[config.mk]
export PLATFORM = sky130hd
export DESIGN_NAME = conv_tile_sequencer
export DESIGN_NICKNAME = d
export VERILOG_FILES = /design/src/rtl/conv_pkg.sv /design/src/rtl/conv_result_serializer.sv /design/src/rtl/conv_tile_sequencer.sv
export SDC_FILE = /design/constraint.sdc
export NUM_CORES = 1
export LEC_CHECK = 0
export ABC_AREA = 1
export CAP_MARGIN = 0
export CORE_MARGIN = 2
export CORE_UTILIZATION = 40
export CTS_CLUSTER_SIZE = 8
export DETAILED_ROUTE_END_ITERATION = 10
export PLACE_DENSITY = 0.67
export SLEW_MARGIN = 20
export SYNTH_ARGS = -nofsm -noshare
export SYNTH_HDL_FRONTEND = slang
export SYNTH_SLANG_ARGS = --single-unit
export TNS_END_PERCENT = 1
[constraint.sdc]
create_clock -name clk -period 2.3 [get_ports clk]
set_clock_uncertainty 0.15 [all_clocks]
set_input_delay 0.46 -clock clk [delete_from_list [all_inputs] [get_ports clk]]
set_output_delay 0.46 -clock clk [all_outputs]
set_load 0.005 [all_outputs]
[src/rtl/conv_pkg.sv]
// Shared geometry, array types and FSM encoding for the conv tile sequencer.
// Engine-facing ports use tile_t / kern_t / res_t so sizes stay in one place.
package conv_pkg;
  localparam int TILE_DIM = 6;
  localparam int K_DIM    = 3;
  localparam int OUT_DIM  = 4;
  localparam int KBYTES   = K_DIM * K_DIM;
  localparam int TBYTES   = TILE_DIM * TILE_DIM;
  localparam int NRES     = OUT_DIM * OUT_DIM;

  typedef enum logic [2:0] {
    LOAD_K,
    LOAD_T,
    CLEAR,
    START,
    WAIT,
    DRAIN
  } state_t;

  typedef logic [7:0] pix_t;
  typedef logic [15:0] word_t;
  typedef pix_t [0:TILE_DIM-1][0:TILE_DIM-1] tile_t;
  typedef pix_t [0:K_DIM-1][0:K_DIM-1] kern_t;
  typedef word_t [0:OUT_DIM-1][0:OUT_DIM-1] res_t;
endpackage

[src/rtl/conv_result_serializer.sv]
// Result buffer: captures 16 engine words, streams them row-major.
// Ports: clk/rst, load+c_in capture, active gates out_*, done on last accept.
module conv_result_serializer
  import conv_pkg::*;
(
  input  logic        clk,
  input  logic        rst,
  input  logic        load,
  input  res_t        c_in,
  input  logic        active,
  input  logic        out_ready,
  output logic        out_valid,
  output logic [15:0] out_data,
  output logic        out_last,
  output logic        done
);

  res_t       res_q;
  logic [3:0] idx;
  word_t      word;
  logic       accept;

  assign word      = res_q[idx[3:2]][idx[1:0]];
  assign accept    = active && out_ready;
  assign out_valid = active;
  assign out_data  = active ? word : '0;
  assign out_last  = active && (idx == 4'(NRES-1));
  assign done      = accept && out_last;

  always_ff @(posedge clk) begin
    if (rst) begin
      res_q <= '0;
      idx   <= '0;
    end else if (load) begin
      res_q <= c_in;
      idx   <= '0;
    end else if (accept) begin
      idx   <= idx + 4'd1;
    end
  end

endmodule

[src/rtl/conv_tile_sequencer.sv]
// Loads kernel+tile bytes, runs the conv engine, streams 16 results.
// Ports: in_* byte load, engine tile/kernel/rst_n/start/done/c, out_* result, err.
module conv_tile_sequencer
  import conv_pkg::*;
#(
  parameter int WAIT_LIMIT = 63
) (
  input  logic        clk,
  input  logic        rst,
  input  logic        in_valid,
  output logic        in_ready,
  input  logic [7:0]  in_data,
  output tile_t       tile_out,
  output kern_t       kernel_out,
  output logic        conv_rst_n,
  output logic        conv_start,
  input  logic        conv_done,
  input  res_t        conv_c,
  output logic        out_valid,
  input  logic        out_ready,
  output logic [15:0] out_data,
  output logic        out_last,
  output logic        err
);

  localparam int WW = $clog2(WAIT_LIMIT + 1);

  state_t         state, state_nx;
  logic [1:0]     kr, kc;
  logic [2:0]     tr, tc;
  logic [WW-1:0]  wcnt;
  logic           in_fire;
  logic           k_last, t_last;
  logic           capture, timeout;
  logic           drain_done;

  assign in_ready   = (state == LOAD_K) || (state == LOAD_T);
  assign in_fire    = in_valid && in_ready;
  assign k_last     = (kr == 2'(K_DIM-1)) && (kc == 2'(K_DIM-1));
  assign t_last     = (tr == 3'(TILE_DIM-1)) && (tc == 3'(TILE_DIM-1));
  assign capture    = (state == WAIT) && conv_done;
  // wcnt holds the number of WAIT cycles already spent without done
  assign timeout    = (state == WAIT) && !conv_done
                   && (wcnt == WW'(WAIT_LIMIT-1));
  assign conv_start = (state == START);
  // rst clears the engine in the same cycle, not one edge later
  assign conv_rst_n = !(rst || (state == CLEAR));

  always_ff @(posedge clk) begin
    if (rst) state <= LOAD_K;
    else     state <= state_nx;
  end

  always_comb begin
    state_nx = state;
    unique case (state)
      LOAD_K: if (in_fire && k_last) state_nx = LOAD_T;
      LOAD_T: if (in_fire && t_last) state_nx = CLEAR;
      CLEAR:  state_nx = START;
      START:  state_nx = WAIT;
      WAIT: begin
        if (conv_done)    state_nx = DRAIN;
        else if (timeout) state_nx = LOAD_K;
      end
      DRAIN:  if (drain_done) state_nx = LOAD_K;
      default: state_nx = LOAD_K;
    endcase
  end

  always_ff @(posedge clk) begin
    if (rst) begin
      kr         <= '0;
      kc         <= '0;
      tr         <= '0;
      tc         <= '0;
      wcnt       <= '0;
      err        <= 1'b0;
      tile_out   <= '0;
      kernel_out <= '0;
    end else begin
      if ((state == LOAD_K) && in_fire) begin
        kernel_out[kr][kc] <= in_data;
        if (kc == 2'(K_DIM-1)) begin
          kc <= '0;
          kr <= k_last ? 2'd0 : kr + 2'd1;
        end else begin
          kc <= kc + 2'd1;
        end
      end
      if ((state == LOAD_T) && in_fire) begin
        tile_out[tr][tc] <= in_data;
        if (tc == 3'(TILE_DIM-1)) begin
          tc <= '0;
          tr <= t_last ? 3'd0 : tr + 3'd1;
        end else begin
          tc <= tc + 3'd1;
        end
      end
      if (state == WAIT) wcnt <= wcnt + 1'b1;
      else               wcnt <= '0;
      if (timeout) err <= 1'b1;
    end
  end

  conv_result_serializer u_ser (
    .clk       (clk),
    .rst       (rst),
    .load      (capture),
    .c_in      (conv_c),
    .active    (state == DRAIN),
    .out_ready (out_ready),
    .out_valid (out_valid),
    .out_data  (out_data),
    .out_last  (out_last),
    .done      (drain_done)
  );

endmodule

# After elaboration in Yosys (flattened, before gate mapping)
# Index checks and enable logic that the tools add are counted.
# totals
out_inout_bits	382
reg_bits	640
# classes
bitwise	7
n_eq_ne	15
n_lt_le_gt_ge	10
muxes	27
reduce_logical	27
n_addsub	6
# op_table
cell	n
$bwmux 288	1
$demux 48 s3	1
$bmux 64 s2	1
$mux 64	2
$bwmux 72	1
$demux 24 s2	1
$mux 16	3
$mux 48	1
$bmux 16 s2	1
$demux 8 s3	1
$mux 24	1
$mux 3	7
$pmux 3 s6	1
$logic_and 1x1->1	17
$demux 8 s2	1
$mux 8	2
$eq 3x3->1 const B	4
$ge 3x3->1 const B	4
$not 2->3	4
$ge 4x4->1 const B	2
$lt 4x1->1 const B	2
$not 3->4	2
$add 3x1->3 const B	2
$add 6x1->6 const B	1
other kinds (19)	29

# Longest topological paths before layout
# logic_depth
ltp_word	8
mapped_depth	11
ltp_nobuf	11

# Modules after synthesis
# A second synthesis with hierarchy kept.
# unflattened
hier_cells	3613
area_unflattened_um2	26233.9
# modules_own_cells
mod	area_each_um2	cells_each	seq_area_each_um2	n_inst
conv_tile_sequencer	14325.0	1830	7607.3	1
conv_result_serializer	11908.9	1783	5205.0	1

# Worst setup path before layout
# No wires, ideal clock.
# synth_timing
kind	register -> output
startpoint	register u_ser.idx[2]
endpoint	output port out_data[10]
setup_slack_ns	0.271
stages_incl_launch_ff	8
t_arrival_ns	1.419
t_required_ns	1.690
path_cell_list	dfxtp_1 -> buf_2 -> clkbuf_1 -> buf_1 -> o211ai_1 -> nand3_1 -> nand3_1 -> a21oi_1
# synth_between
elab_chain_len	8
# synth_lines
item	line_no	source
from (decl)	conv_result_serializer.sv:19	logic [3:0] idx;
from (signal assigned)	conv_result_serializer.sv:38	idx <= idx + 4'd1;
$not 2->3 (implied by the code)	conv_result_serializer.sv:23	assign word = res_q[idx[3:2]][idx[1:0]];
$bmux 64 s2	conv_result_serializer.sv:23	
$mux 64 (implied by the code) (2 in series)	conv_result_serializer.sv:23	
$bmux 16 s2	conv_result_serializer.sv:23	
$mux 16 (implied by the code) (2 in series)	conv_result_serializer.sv:23	
$mux 16	conv_result_serializer.sv:26	assign out_data = active ? word : '0;
to (decl)	conv_tile_sequencer.sv:21	output logic [15:0] out_data,
# Every way passes these cells. The select of a mux whose other input is x is not followed.

# Worst setup path after layout
# layout_timing
startpoint	register u_ser.idx[2]
endpoint	output port out_data[4]
# Same word-level chain as after synthesis.

==> flow_metrics.py <==
metrics = {
    "clock_tree": {
        "h-tree-depth": 3,
        "path_clk_slew_ns": 0.05,
        "hold_buffers": 0,
        "cts_tree": "built",
        "cts_root_buf": "clkbuf_16",
        "clockBufferDepth": 3,
        "cts_made_buffers": 90,
        "cts.sinks": 640,
        "insertion_delay_ns": 0.62,
    },
    "drt": {
        "wl_met1_um": 38000,
        "vias": 25100,
        "drtIter0Drc": 1856,
        "wl_per_cell_um": 20.3,
        "vias_per_cell": 5.29,
        "wl_met3_um": 9180,
        "topRoutingLayerUsed": "met4",
        "met2_length_um": 45300,
        "dr.pass1.iters": 6,
        "postRouteAntennaNets": 0,
        "routed_wl_um": 96200,
        "drc": 0,
    },
    "timing": {
        "tightest_slew_ns": 1.10,
        "finalCritPeriodShare_pct": 123,
        "slew_violations": 0,
        "timing.final.ws_setup_ns": -0.537,
        "max-slew-margin-rel_pct": 26.8,
        "finalCriticalPeriod_ns": 2.84,
        "timing.fmax_ghz": 0.352,
        "rsz0062_at_grt": "yes",
        "setup_violations": 18,
        "setup_tns_ns": -8.43,
        "finalHoldViolations": 0,
    },
    "global_routing": {
        "grt_max_degree": 104,
        "grt_overflow": 0,
        "antenna_found_initial": 2,
        "grt_use_total_pct": 28.6,
        "grt_pass1_wl_um": 141000,
        "grt_pass1_vias": 23600,
    },
    "placed_design": {
        "dpl.hpwl_um": 65900,
        "placed_cells": 4608,
        "routabilityCongestion": 0.963,
        "port_buffers": 650,
    },
    "yosys": {
        "synth_edf_count": 0,
        "synth-seq-area-share_pct": 51.8,
        "synth_largest_area_cell": "dfxtp_1",
        "ys_ff_latch": 640,
        "synth_cells": 3220,
        "mappedNetlistNets": 3494,
        "ys.warnings.count": 0,
        "avgSynthCellArea_um2": 7.68,
        "synthTopCellsByArea": "dfxtp_1, a21oi_1, o21ai_0",
        "synth_top_flop_cell": "dfxtp_1",
        "ys_types": 27,
        "ys_async_sr_fraction_pct": 0,
        "netlist_area_um2": 24700,
        "synth_top_area_share_pct": 51.8,
    },
    "power": {
        "p_clk_share_pct": 48.0,
        "power_frac_seq_pct": 45.6,
        "p_switching_mw": 5.63,
        "pwr-share-comb_pct": 6.4,
        "netSwitchingFraction_pct": 22.9,
        "powerDensity_nw_per_um2": 671,
        "p_leak_nw": 13.8,
        "ir_worst_vdd_mv": 0.599,
        "internal_power_mw": 19.0,
    },
    "critical_path": {
        "startpoint": "u_ser.idx[2]",
        "crit_fanout": 7,
        "rr_worst_depth": 8,
        "r2r_end": "u_ser.res_q[161]",
        "crit_path_end": "out_data[4]",
        "end_kind": "primary output",
        "critical_path_required_ns": 1.69,
        "reg2reg_from": "state[0]",
        "worstSetupPathType": "reg2out",
        "regToRegSetupSlack_ns": 0.20,
        "critPathArrivalTime_ns": 2.23,
        "start_kind": "flip-flop",
    },
    "outcome": {
        "status": "finished with violations",
        "violations": "negative setup slack",
    },
    "finish": {
        "drive_gt1_share_pct": 12.7,
        "fin_nets": 4212,
        "fill_cells": 5368,
        "stdcell_count": 4739,
        "areaGrowthSynthToFinish_pct": 48.5,
    },
    "die": {
        "die_area_um2": 63900,
        "rows": 91,
        "start_util_pct": 40.3,
        "fp.coreArea_um2": 61400,
        "pin_count": 651,
        "die_x_um": 253,
        "fp.dieH_um": 253,
    },
    "min_path": {
        "hp-class": "in2reg",
    },
    "flow_run": {
        "maxCapViolations": 0,
    },
}
-- synth_stat cells (3+ instances only) --
cell,number
nor2_1,63
nor2_4,24
clkinv_1,3
nor2_2,9
clkbuf_1,190
nand2_4,4
ha_1,5
nand3_1,172
nand4_1,3
inv_2,8
nand2_1,478
buf_2,40
a21oi_1,655
buf_1,16
nor3_1,7
dfxtp_1,640
nand3_2,3
inv_1,314
o21ai_0,545
o211ai_1,32
-- metrics by stage --
| stage | util, % | setup WS (ns) | instance area (um2) | hold WS, ns | total power [mW] |
|---|---|---|---|---|---|
| after floorplan | - | 0.271 | 24700 | 0.270 | 12.0 |
| after global placement | 54.4 | -0.481 | 33400 | 0.280 | 13.0 |
| after detailed placement | 54.4 | -0.502 | 33400 | 0.283 | 13.0 |
| after CTS | 59.5 | -0.525 | 36500 | 0.0859 | 24.8 |
| after global routing | 59.9 | -0.597 | 36700 | 0.127 | 25.4 |
| final | 59.9 | -0.537 | 36700 | 0.108 | 24.6 |
-- worst min path at each step --
stage                                start          endpoint  slack (ns)  cells past startpoint
final                                  rst          state[0]        0.11                      4
after global routing                   rst          state[0]        0.13                      4
after detailed placement  u_ser.res_q[126]  u_ser.res_q[126]        0.28                      2
after global placement    u_ser.res_q[240]  u_ser.res_q[240]        0.28                      2
after CTS                              rst          state[0]        0.09                      4
after floorplan           u_ser.res_q[240]  u_ser.res_q[240]        0.27                      2
-- critical path, stage by stage, from the launching register on --
cell and delay [ns]:
dfxtp_4 0.40, buf_6 0.14, buf_8 0.13, buf_16 0.14, nand2_1 0.09, o211ai_1 0.14
nand3_1 0.13, nand3_2 0.12, a21oi_2 0.18, buf_2 0.14
-- registers in the layout, indices dropped and copies added (netlist names) --
register     flops
tile_out       288
u_ser.res_q    256
kernel_out      72
wcnt             6
u_ser.idx        4
state            3
tc               3
tr               3
kc               2
kr               2
err              1
-- cell type report --
cell class                 instances  area, um2  area share, %
antenna                            2       5.00         0.0136
clock buffer                      94       2300           6.26
inverter                         325       1240           3.38
sequential                       640      12800           34.9
clock inverter                     7        121          0.330
multi-input combinational       2008      10100           27.6
tap                              790        988           2.69
timing repair buffer             873       9130           24.8
-- cell families after synthesis --
logic type,synth area share (%)
AO/OA/AOI/OAI,25.3
XOR/XNOR,0.106
adder cells (fa/ha/maj),0.253
buffers and inverters,8.90
flip-flops,51.8
AND/OR/NAND/NOR,13.7
-- per-layer routing --
metal / vias to the layer above / global-route usage [%]
li1: 12100 / -
met2: 1114 / 47.2
met5: - / 0
met4: 0 / 12.1
met3: 183 / 8.27
met1: 11700 / 34.7
-- power groups by stage --
stage               combinational, mW  sequential (mW)  clock, mW
finish                           1.58             11.2       11.8
global route                     1.68             11.2       12.4
CTS                              1.57             11.2       12.0
detailed placement               1.56             11.5          0
global placement                 1.57             11.5          0
floorplan                       0.515             11.5          0
-- placed cells by master, fill, tap and decap left out, types with 6 or more instances in the layout --
cell             count
inv_1              301
nor2_4              24
nor2_1              63
clkbuf_16           95
o21ai_1             12
nand3_1            139
nor2_2               9
nand2_4              6
buf_16               9
nand2_1            445
dfxtp_1            637
buf_6               11
nand2_2             31
inv_2               19
o21ai_0            533
clkdlybuf4s50_1    629
a21oi_1            630
nor3_1               7
o211ai_1            32
buf_2               16
a21oi_2             21
buf_12              55
nand3_2             35
buf_4              144
-- what timing repair did --
action | 4_1_cts | 5_1_grt
endpoints found under the setup margin | 21 | 21
pin swaps | 46 | 35
gates resized for setup | 194 | 43
buffers inserted | 12 | 3
cloned | 11 | 4
Note: power is estimated with default switching activity, not from simulation.
